File: config.mk
export PLATFORM = sky130hd
export DESIGN_NAME = uart_tx_fifo
export DESIGN_NICKNAME = d
export VERILOG_FILES = /design/src/rtl/uart_tx_fifo.sv
export SDC_FILE = /design/constraint.sdc
export NUM_CORES = 1
export LEC_CHECK = 0
export BUFFER_PORTS_ARGS = -buffer_cell sky130_fd_sc_hd__buf_2
export CORE_MARGIN = 5
export CORE_UTILIZATION = 50
export CTS_BUF_LIST = sky130_fd_sc_hd__clkbuf_8 sky130_fd_sc_hd__clkbuf_16
export DETAILED_ROUTE_END_ITERATION = 8
export GPL_TIMING_DRIVEN = 1
export PLACE_DENSITY = 0.64
export SLEW_MARGIN = 10
export SYNTH_ARGS = -nofsm -noshare
export SYNTH_HDL_FRONTEND = slang
export SYNTH_SLANG_ARGS = --single-unit
File: constraint.sdc
create_clock -name clk -period 7.69 [get_ports clk]
set_input_delay 1.538 -clock clk [delete_from_list [all_inputs] [get_ports clk]]
set_output_delay 1.538 -clock clk [all_outputs]
set_load 0.01 [all_outputs]
File: src/rtl/uart_tx_fifo.sv
// uart_tx_fifo: parametrised UART transmitter with a transmit FIFO and gap-free back-to-back frames
module uart_tx_fifo #(
    parameter int CLK_FREQ   = 50000000,
    parameter int BAUD_RATE  = 9600,
    parameter int DATA_BITS  = 8,
    parameter int PARITY     = 0,
    parameter int STOP_BITS  = 1,
    parameter int FIFO_DEPTH = 4
) (
    input  logic                          clk,
    input  logic                          reset,
    input  logic                          tx_start,
    input  logic [DATA_BITS-1:0]          tx_data,
    output logic                          tx_ready,
    output logic                          tx,
    output logic                          tx_busy,
    output logic [$clog2(FIFO_DEPTH):0]   fifo_count,
    output logic                          overflow
);
    localparam int BAUD_DIV = CLK_FREQ / BAUD_RATE;
    localparam int AW = $clog2(FIFO_DEPTH);
    localparam int CW = AW + 1;
    localparam int BW = $clog2(BAUD_DIV + 1);

    if (DATA_BITS < 5 || DATA_BITS > 9 || PARITY < 0 || PARITY > 2 ||
        STOP_BITS < 1 || STOP_BITS > 2 || FIFO_DEPTH < 2 ||
        (FIFO_DEPTH & (FIFO_DEPTH - 1)) != 0 || BAUD_DIV < 1) begin : g_bad_params
        $error("uart_tx_fifo: parameter out of range");
    end

    typedef enum logic [2:0] {IDLE, START, DATA, PAR, STOP} state_t;

    state_t               state, state_n;
    logic [DATA_BITS-1:0] mem [FIFO_DEPTH];
    logic [AW-1:0]        wr_ptr, rd_ptr;
    logic [BW-1:0]        baud_cnt;
    logic [3:0]           bit_cnt;
    logic [DATA_BITS-1:0] shreg;
    logic                 par_bit, tx_n, pop, wr_ok, wrap;

    assign tx_ready = fifo_count != CW'(FIFO_DEPTH);
    assign wr_ok    = tx_start && tx_ready;
    assign wrap     = baud_cnt == BW'(BAUD_DIV - 1);
    assign tx_busy  = state != IDLE || fifo_count != '0;

    // next state, pop request and next serial level
    always_comb begin
        state_n = state;
        tx_n    = tx;
        pop     = 1'b0;
        case (state)
            IDLE: begin
                tx_n = 1'b1;
                if (fifo_count != '0) begin
                    pop     = 1'b1;
                    state_n = START;
                    tx_n    = 1'b0;
                end
            end
            START: if (wrap) begin
                state_n = DATA;
                tx_n    = shreg[0];
            end
            DATA: if (wrap) begin
                if (bit_cnt == 4'(DATA_BITS - 1)) begin
                    state_n = PARITY != 0 ? PAR : STOP;
                    tx_n    = PARITY != 0 ? par_bit : 1'b1;
                end else begin
                    tx_n = shreg[1];
                end
            end
            PAR: if (wrap) begin
                state_n = STOP;
                tx_n    = 1'b1;
            end
            STOP: if (wrap && bit_cnt == 4'(STOP_BITS - 1)) begin
                pop     = fifo_count != '0;
                state_n = fifo_count != '0 ? START : IDLE;
                tx_n    = fifo_count == '0;
            end
            default: state_n = IDLE;
        endcase
    end

    // state register
    always_ff @(posedge clk or posedge reset) begin
        if (reset) state <= IDLE;
        else       state <= state_n;
    end

    // FIFO bookkeeping, baud/bit timing, shift register and registered line
    always_ff @(posedge clk or posedge reset) begin
        if (reset) begin
            tx         <= 1'b1;
            overflow   <= 1'b0;
            fifo_count <= '0;
            wr_ptr     <= '0;
            rd_ptr     <= '0;
            baud_cnt   <= '0;
            bit_cnt    <= '0;
            shreg      <= '0;
            par_bit    <= 1'b0;
        end else begin
            tx         <= tx_n;
            overflow   <= tx_start && !tx_ready;
            fifo_count <= fifo_count + CW'(wr_ok) - CW'(pop);
            if (wr_ok) wr_ptr <= wr_ptr + 1'b1;
            if (pop) rd_ptr <= rd_ptr + 1'b1;
            baud_cnt <= (state == IDLE || pop || wrap) ? '0 : baud_cnt + 1'b1;
            if (wrap) bit_cnt <= state_n != state ? '0 : bit_cnt + 1'b1;
            if (pop) begin
                shreg   <= mem[rd_ptr];
                par_bit <= (^mem[rd_ptr]) ^ 1'(PARITY == 2);
            end else if (state == DATA && wrap) begin
                shreg <= shreg >> 1;
            end
        end
    end

    // FIFO storage, contents need no reset
    always_ff @(posedge clk) begin
        if (wr_ok) mem[wr_ptr] <= tx_data;
    end
endmodule

; Word-level counts from Yosys, hierarchy flattened
; Memory sizes are Yosys's and may differ from the RTL's.
; Index checks and enable logic that the tools add are counted.
[op_classes]
n_mux = 24
reduce_logical = 16
add_sub_neg = 6
eq_ne = 12
[ops]
columns = op, n
row1 = $mux W3, 6
row2 = $mux W8, 2
row3 = $pmux W3 S5, 1
row4 = $add A13 B1 Y13 const B, 1
row5 = $eq A13 B13 Y1 const B, 1
row6 = $mux W13, 1
row7 = $mux W1, 11
row8 = $ne A2 B2 Y1 const B, 4
row9 = $eq A3 B2 Y1 const B, 2
row10 = $logic_not A3 Y1, 2
row11 = $reduce_bool A3 Y1, 2
row12 = $pmux W1 S5, 1
row13 = $reduce_and A5 Y1, 1
row14 = $reduce_bool A5 Y1, 1
row15 = $add A2 B1 Y2 const B, 2
row16 = $add A4 B1 Y4 const B, 1
row17 = $eq A4 B3 Y1 const B, 1
row18 = $logic_and A1 B1 Y1, 4
row19 = $logic_not A4 Y1, 1
row20 = $mux W4, 1
row21 = $add A3 B1 Y3, 1
row22 = $eq A3 B1 Y1 const B, 1
row23 = $eq A3 B3 Y1 const B, 1
row24 = $logic_or A1 B1 Y1, 3
row25 = other kinds (6), 6
[totals]
memories = 1
out_inout_bits = 7
ram_bits = 32
in_bits = 11
ff_bits = 37
word_cells = 68
[memory_table]
columns = memory, words, width, rd, rd_clocked_by_memory_dff, wr, line_no
row1 = mem, 4, 8, 1, 0, 1, 34  ; logic [DATA_BITS-1:0] mem [FIFO_DEPTH];

; Logic depth before layout (Yosys ltp)
[depth]
depth_word = 7
mapped_depth = 11
mapped_depth_nobuf = 10

; Worst setup path before layout
; Ideal clock, no wire load.
[synth_timing]
path_type = input to register
from = input port tx_start
to = register fifo_count[2]
stages = 6
n_path_buf = 0
required_ns = 7.567
setup_ns = 0.123
arrival_time_ns = 2.590
path_slack_ns = 4.977
cell_sequence = nand2_1 -> xnor2_1 -> ha_1 -> fa_1 -> xnor2_1 -> xnor2_1
[synth_between]
elab_chain_cells = 3
[synth_lines]
columns = element, line_no
row1 = start: declaration, 12  ; input logic tx_start,
row2 = $logic_and A1 B1 Y1, 42  ; assign wr_ok = tx_start && tx_ready;
row3 = $add A3 B1 Y3, 106  ; fifo_count <= fifo_count + CW'(wr_ok) - CW'(pop);
row4 = $sub A3 B1 Y3, 106
row5 = end signal: assignment, 106
row6 = end: declaration, 17  ; output logic [$clog2(FIFO_DEPTH):0] fifo_count,
; Every way passes these cells.
; A chain may end at the register's enable or synchronous reset.

; Worst setup path after layout
[layout_timing]
from = register fifo_count[0]
to = output port tx_busy
[layout_between]
elab_chain_cells = 2
[layout_lines]
columns = element, line_no
row1 = $reduce_bool A3 Y1, 44  ; assign tx_busy = state != IDLE || fifo_count != '0;
row2 = $logic_or A1 B1 Y1, 44
row3 = end: declaration, 16  ; output logic tx_busy,
; Every way passes these cells.

==> flow_summary.ini <==
[status]
status = finished, final reports clean

[timing]
period_share = 0.399
rsz0062_at_grt = no
max_slew.worst_pin.slew_ns = 0.582
min_period_ns = 3.07
setup_viol = 0
finalHoldViolations = 0
slew_viol_final = 0
fin_setup_tns_ns = 0
fin_skew_ns = 0.00785
max_freq_ghz = 0.326
slew_headroom = 0.612

[synth]
synth_async_sr_flop_share = 0.536
synth_cells = 237
synth_nets = 257
ys_warn_count = 0
synth-seq-cells = 69
synth_edf_count = 32
avgSynthCellArea_um2 = 13.3
ys_types = 49
yosysSeqAreaShare = 0.600
syn_area_um2 = 3150
yosys_most_used_dff = dfrtp_1

[placed_design]
gp_congestion = 0.743
portBuffers = 17
dp_hpwl_mm = 3.70
postPlaceCellArea_um2 = 3290

[route]
drtIter0Drc = 53
wire_per_inst_um = 15.8
ant_nets = 0
vias_per_cell = 5.58
drt_wl_total_mm = 5.36
dr_total_vias = 1898
dr.pass1.iters = 4
drc = 0

[layout]
area_growth_pct = 11.2
drive_gt1_frac = 0.205
final_area_um2 = 3500
final_nets = 278
nFillCells = 522
n_antenna_cell = 0

[power]
p_per_area_nw_per_um2 = 257
p_leak_nw = 1.43
max-vdd-ir-drop_mv = 0.185

[clock_tree]
cts_sinks = 69
clk_path_buf_depth = 2
cts_tree = done
cts.reportedPaths.clkPinSlew_ns = 0.07
cts_root_buf = clkbuf_8
h-tree-depth = 3
post_cts_resized = 0
clock_latency_ns = 0.34
cts_buffers = 9
ctsHoldBuffers = 0
post_cts_buffers = 0

[critical_path]
cp-end-kind = output pin
crit_family = simple AND/OR/NAND/NOR gates
worstSetupPathType = flop to output pin
crit_chain = or3_1 > nand2b_1 > buf_2
critPathRequiredTime_ns = 6.15
cp.arrival_ns = 1.53
critical-path-max-stage-delay_ns = 0.46
critPathLaunchType = flop
path_max_fanout = 4
slowest_stage = or3_1
crit_buf_inv = 1

[flow_run]
drv_cap = 0

[floorplan]
die_area_um2 = 7980
pin_count = 18
fp.dieH_um = 89.3
fp-row-count = 29
die_w_um = 89.3
start_util = 0.504
core_area_um2 = 6240

[grt]
antenna_found_initial = 0
grt-ovfl-total = 0
grt_pass1_vias = 1914
grt_max_degree = 38
grt_pass1_wl_mm = 9.24
grt_usage = 0.156

[worst_hold_path]
hold_path_class = flop to flop
## final timing paths
| check | startpoint | end | slack (ns) | cells past startpoint |
|---|---|---|---|---|
| worst min-delay path | shreg[5]$_DFFE_PP0P_ | shreg[5]$_DFFE_PP0P_ | 0.50 | 1 |
| max in group asynchronous | reset | tx$_DFFE_PP1P_ | 6.04 | 3 |
| worst max-delay path | fifo_count[0]$_DFF_PP0_ | tx_busy | 4.62 | 3 |
| worst min register to register | shreg[5]$_DFFE_PP0P_ | shreg[5]$_DFFE_PP0P_ | 0.50 | 1 |
| min in group asynchronous | reset | bit_cnt[1]$_DFFE_PP0N_ | 1.29 | 3 |
| worst max register to register | bit_cnt[1]$_DFFE_PP0N_ | fifo_count[2]$_DFF_PP0_ | 4.88 | 11 |
## cell families after synthesis
logic type / share of synthesized area
compound gates: 0.0827
xor+xnor: 0.0362
fa+ha+maj: 0.0382
buf+inv: 0.0278
flops: 0.600
mux: 0.0736
simple gates: 0.142
## cells in the mapped netlist, drive strengths merged (2+ instances only)
library cell	n	share of area
dfrtp	36	0.29
edfxtp	32	0.31
nand2	21	0.025
nor2	15	0.018
o21ai	15	0.026
and3	10	0.020
ha	8	0.032
inv	8	0.0095
mux4	8	0.057
nand3	8	0.016
buf	7	0.016
xor2	7	0.019
a21oi	6	0.0095
or3	6	0.012
xnor2	6	0.017
a21o	4	0.0095
mux2i	4	0.013
nand4	4	0.0080
a22o	3	0.0084
nand2b	3	0.0060
a31o	2	0.0056
and2	2	0.0040
and4b	2	0.0076
clkbuf	2	0.0024
## where the power goes
part | total, mW | leakage, nW | internal [mW] | switching (mW)
Clock | 0.317 | 0.105 | 0.181 | 0.136
Sequential | 0.462 | 0.756 | 0.440 | 0.0222
Combinational | 0.119 | 0.569 | 0.0501 | 0.0689
Total | 0.898 | 1.43 | 0.671 | 0.227
## worst reg2reg max path, delay by kind of cell, from the launching register on
kind                     cells  cell delay (ns)
adder cells (fa/ha/maj)      3             0.73
buffers and inverters        2             0.35
XOR/XNOR                     3             0.47
AND/OR/NAND/NOR              2             0.63
AO/OA/AOI/OAI                1             0.15
flip-flops                   1             0.41
## registers in the layout, indices dropped and copies added (netlist names)
name,flops
state,3
tx,1
bit_cnt,4
baud_cnt,13
rd_ptr,2
overflow,1
shreg,8
wr_ptr,2
fifo_count,3
mem,32
## metal layers
layer / vias to the layer above / GRT usage / routed length (um)
met3: 7 / 0.0452 / 181
met4: 0 / 0.0609 / 73
met5: - / 0 / 0
met1: 951 / 0.198 / 2490
met2: 25 / 0.253 / 2610
li1: 915 / - / -
## cells in the final DEF, fill, tap and decap left out, types with 7 or more instances in the layout
| master | instances |
|---|---|
| nor2_1 | 15 |
| nand2_1 | 21 |
| and3_1 | 10 |
| edfxtp_1 | 32 |
| inv_1 | 8 |
| clkbuf_8 | 9 |
| xor2_1 | 7 |
| buf_2 | 17 |
| ha_1 | 8 |
| o21ai_0 | 11 |
| dfrtp_1 | 36 |
| mux4_2 | 8 |
## metrics by stage
| step | hold WS, ns | power [mW] | setup slack [ns] | cells | util |
|---|---|---|---|---|---|
| 2_1_floorplan | 0.448 | 0.545 | 4.98 | 237 | - |
| 3_3_place_gp | 0.474 | 0.586 | 4.81 | 324 | 0.526 |
| 3_5_place_dp | 0.478 | 0.592 | 4.71 | 324 | 0.526 |
| 4_1_cts | 0.496 | 0.910 | 4.61 | 340 | 0.561 |
| 5_1_grt | 0.518 | 0.949 | 4.54 | 340 | 0.561 |
| 6_report | 0.497 | 0.898 | 4.62 | 340 | 0.561 |
## layout make-up
| type | instances | area [um2] | share of cell area |
|---|---|---|---|
| clock buffer | 9 | 124 | 0.0354 |
| clock inverter | 7 | 88.8 | 0.0254 |
| inverter | 8 | 30.0 | 0.00858 |
| multi-input combinational | 151 | 1170 | 0.335 |
| sequential | 69 | 1890 | 0.540 |
| tap | 77 | 96.3 | 0.0275 |
| timing repair buffer | 19 | 100 | 0.0286 |
Power figures use the tool's default switching activity.
